`config.mk`:
```
export PLATFORM = sky130hd
export DESIGN_NAME = wide_add_seq
export DESIGN_NICKNAME = d
export VERILOG_FILES = /design/src/rtl/wide_add_pkg.sv /design/src/rtl/wide_add_seq.sv
export SDC_FILE = /design/constraint.sdc
export NUM_CORES = 1
export LEC_CHECK = 0
export CAP_MARGIN = 20
export CORE_MARGIN = 3
export CORE_UTILIZATION = 25
export CTS_CLUSTER_SIZE = 8
export DETAILED_ROUTE_END_ITERATION = 16
export PLACE_DENSITY_LB_ADDON = 0.12
export SYNTH_ARGS = -nofsm -noshare
export SYNTH_HDL_FRONTEND = slang
export SYNTH_SLANG_ARGS = --single-unit
```
`constraint.sdc`:
```
create_clock -name clk -period 3.8 [get_ports clk]
set_input_delay 0.95 -clock clk [delete_from_list [all_inputs] [get_ports clk]]
set_output_delay 0.95 -clock clk [all_outputs]
set_load 0.01 [all_outputs]
```
`src/rtl/wide_add_pkg.sv`:
```
// Shared constants and FSM state type for the nibble-serial wide adder controller.
package wide_add_pkg;

  localparam int NIB_W = 4;

  typedef enum logic [1:0] {
    IDLE = 2'd0,
    RUN  = 2'd1,
    DONE = 2'd2
  } wa_state_e;

endpackage

```
`src/rtl/wide_add_seq.sv`:
```
// Drives an external 4-bit ripple adder one nibble per cycle (LSB first) to form a
// WIDTH-bit sum, with valid/ready handshakes on both the operand and result sides.
module wide_add_seq
  import wide_add_pkg::*;
#(
  parameter int WIDTH = 16
) (
  input  logic             clk,
  input  logic             rst_n,
  input  logic             in_valid,
  output logic             in_ready,
  input  logic [WIDTH-1:0] in_a,
  input  logic [WIDTH-1:0] in_b,
  input  logic             in_cin,
  output logic             out_valid,
  input  logic             out_ready,
  output logic [WIDTH-1:0] out_sum,
  output logic             out_co,
  output logic [NIB_W-1:0] add_a,
  output logic [NIB_W-1:0] add_b,
  output logic             add_cin,
  input  logic [NIB_W-1:0] add_sum,
  input  logic             add_co
);

  localparam int NIB   = WIDTH / NIB_W;
  localparam int IDX_W = (NIB > 1) ? $clog2(NIB) : 1;
  localparam logic [IDX_W-1:0] LAST = IDX_W'(NIB - 1);

  wa_state_e        state;
  logic [IDX_W-1:0] idx;
  logic [WIDTH-1:0] a_q;
  logic [WIDTH-1:0] b_q;
  logic [WIDTH-1:0] sum_q;
  logic             c_q;
  logic             co_q;
  logic             take;

  // In DONE the retiring result frees the operand registers, so a new pair can land on the same edge.
  assign in_ready  = rst_n && ((state == IDLE) || ((state == DONE) && out_ready));
  assign take      = in_valid && in_ready;
  assign out_valid = (state == DONE);
  assign out_sum   = out_valid ? sum_q : '0;
  assign out_co    = out_valid & co_q;

  always_comb begin
    add_a   = '0;
    add_b   = '0;
    add_cin = 1'b0;
    if (state == RUN) begin
      add_a   = a_q[idx*NIB_W +: NIB_W];
      add_b   = b_q[idx*NIB_W +: NIB_W];
      add_cin = c_q;
    end
  end

  always_ff @(posedge clk or negedge rst_n) begin
    if (!rst_n) begin
      state <= IDLE;
      idx   <= '0;
      a_q   <= '0;
      b_q   <= '0;
      sum_q <= '0;
      c_q   <= 1'b0;
      co_q  <= 1'b0;
    end else begin
      case (state)
        IDLE: begin
          if (in_valid) state <= RUN;
        end
        RUN: begin
          sum_q[idx*NIB_W +: NIB_W] <= add_sum;
          c_q <= add_co;
          idx <= idx + 1'b1;
          if (idx == LAST) begin
            co_q  <= add_co;
            state <= DONE;
          end
        end
        DONE: begin
          if (out_ready) state <= in_valid ? RUN : IDLE;
        end
        default: state <= IDLE;
      endcase
      if (take) begin
        a_q <= in_a;
        b_q <= in_b;
        c_q <= in_cin;
        idx <= '0;
      end
    end
  end

endmodule

```
==> parameters.txt <==
Parameter                              Value

Clock network
  TritonCTS clock tree    yes
  CTS clk-pin slew, worst paths    90 ps
  Resize count post-CTS    0
  Number of H-tree levels    2
  Cts-stage hold buffer count    0
  TritonCTS buffer count    5
  Sinks on the clock net    54
  Largest buffer count on any clock path    2
  # Post-CTS Setup Buffers    0
  Root cell of the clock tree    clkbuf_8
  Clock latency of the later-clocked register in the worst-skew pair    300 ps

Yosys
  Synth cell types    26
  Yosys reg bits    54
  Warnings from Yosys    0
  Post-Syn Nets    240
  Cells after Synth    193
  Share of synthesized area occupied by flip-flops and latches    51.4%
  Cell area after technology mapping    0.00263 mm2
  Average size of a mapped cell    13.6 um2
  Leading area contributor after synthesis    dfrtp_1
  Cells taking the most area after synthesis    dfrtp_1, mux2_2, mux4_2, and2_1, a22o_1
  Area share of the leading cell type in the synthesized netlist    51.4%

Floorplan
  Initial Util    26.3%
  Number of primary I/O pins    70
  Cell row count    36
  Die Ht    109 um
  Width of the die    109 um
  Floorplan die area    0.0118 mm2
  Core Region    0.0100 mm2

Final layout
  Area growth syn-to-layout    34.1%
  Leading cell type in the layout, fill and taps excluded    clkdlybuf4s50_1
  Nets    311
  Antenna diode count    0
  End-of-flow core utilization    35.2%
  FF+latch area    0.00135 mm2
  Fraction of final layout cells with drive strength greater than 1    23.0%
  Most frequent cells in the layout    clkdlybuf4s50_1, dfrtp_1, mux2_2, and2_1, nand2_1
  Number of fill cells    1023
  Multi-input gate area in the final layout    0.00119 mm2

Detailed routing
  Wire length per cell after detailed routing    14.7 um
  Routed wire length    5840 um
  Post-detailed-route count of antenna-violating nets    0
  Number of vias after detailed routing    1715
  DRC errors left    0
  Average via count per standard cell    4.31
  1st-pass router iterations    4
  Iteration-0 DRC count of the detailed router    45

Placement
  HPWL after detailed placement    4090 um
  Final weighted congestion in routability-driven placement    0.704
  Number of buffer cells added on primary ports    69

Run status
  Status    completed

STA
  Final hold vios    0
  Tmin final    3460 ps
  Slew @ Worst Pin    716 ps
  Max Transition Viols Final    0
  Setup total negative slack    0 ps
  Max transition margin    52.3%
  Highest clock rate    289 MHz
  Clock skew    6.08 ps
  Share of the clock period used by the worst path    91.0%
  Final setup violating endpoints    0
  RSZ-0062 raised after global routing    no

Worst setup path
  Data arrival time of the worst path    2510 ps
  Worst setup EP type    output pin
  Worst path required time    2850 ps
  Max FO, Critical Path    3
  Critical path startpoint    out_ready
  Worst setup SP type    input port
  RR Startpoint    idx[0]$_DFFE_PN0P_
  Start-to-end type of the worst setup path    input port to output pin
  Slack of the worst reg-to-reg path    1560 ps

Hold path
  Hold Path Class    flop to flop
  Beginning of the worst hold path    sum_q[4]$_DFFE_PN0P_

Global routing
  Maximum number of pins on one net before global-route repair    56
  Vias in the first global route    1747
  Combined global-route utilization of all metal layers    10.5%
  Global-route wire length before repair    9420 um
  Number of antenna violations at the first check in global routing    0
  GR Overflow Total    0

Power
  Static Leak    1.43 nW
  Maximum resistive drop on vdd    0.275 mV
  Ratio of total power to cell area    708 mW/mm2

Job
  Max_cap viols    0
==> layer usage <==
layer | track usage, % | routed length [um] | up-vias
met1 | 13.3 | 2540 | 836
met3 | 2.93 | 403 | 7
li1 | - | - | 821
met4 | 3.52 | 80 | 0
met5 | 0 | 0 | -
met2 | 17.3 | 2810 | 51
==> state kept, by name (all words and copies together), names as in the netlist <==
register  flops
sum_q        16
co_q          1
b_q          16
a_q          16
idx           2
c_q           1
state         2
==> logic make-up (layout without fill, tap and decap cells) <==
group           count (synthesis)  in the layout  synth area share, %
compound gates                 19             19                 4.95
xor+xnor                        1              1                0.333
fa+ha+maj                       5              5                 2.38
buf+inv                        12             84                 3.38
flops                          54             54                 51.4
mux                            44             44                 22.2
simple gates                   58             58                 15.3
==> power by group <==
group          switching [mW]  total (mW)  internal (mW)
sequential              0.196        1.05          0.849
clock                   0.183       0.331          0.148
combinational           0.440        1.12          0.677
==> layout make-up <==
class / instances / share of cell area (%)
well taps: 133 / 4.72
repair buffers: 73 / 20.3
multi-input cells: 127 / 33.7
clock buffers: 7 / 2.45
clock inverters: 1 / 0.142
inverters: 3 / 0.319
flip-flops and latches: 54 / 38.3
==> cell usage after synthesis <==
master and instances:
mux2i_1 1, nand3b_1 3, and4bb_2 1, ha_1 5
dfrtp_1 54, a22o_1 8, xnor2_1 1, clkbuf_1 1
o21ai_0 9, inv_1 3, nor2_1 1, nand2_1 16
nor4_4 1, buf_4 1, a31oi_1 1, nand3b_2 1
mux2_2 35, nand4b_4 1, buf_2 2, and2_1 19
nor4b_4 2, mux4_2 8, o2bb2ai_1 1, nor2b_1 10
buf_6 5, nand2b_1 3
==> worst max-delay path, cell delays in order <==
cell	delay [ps]
clkdlybuf4s50_1	450
nand2b_1	180
nor2b_1	230
and2_1	160
clkdlybuf4s50_1	540
==> worst paths after layout <==
path	endpoint	cells after the start
max	in_ready	5
min	sum_q[4]$_DFFE_PN0P_	2
max reg2reg	sum_q[14]$_DFFE_PN0P_	6
min reg2reg	sum_q[4]$_DFFE_PN0P_	2
max in group asynchronous	a_q[2]$_DFFE_PN0P_	2
min in group asynchronous	sum_q[4]$_DFFE_PN0P_	2
==> metrics by stage <==
stage / cells / hold slack (ps) / setup slack [ps] / area [um2] / total power [mW]
global placement: 390 / 460 / 360 / 3430 / 2.20
detailed placement: 390 / 469 / 353 / 3430 / 2.21
floorplan: 193 / 442 / 1370 / 2630 / 1.82
finish: 398 / 481 / 341 / 3520 / 2.49
CTS: 398 / 492 / 336 / 3520 / 2.56
global route: 398 / 499 / 278 / 3520 / 2.70
Note: power is estimated with default switching activity, not from simulation.
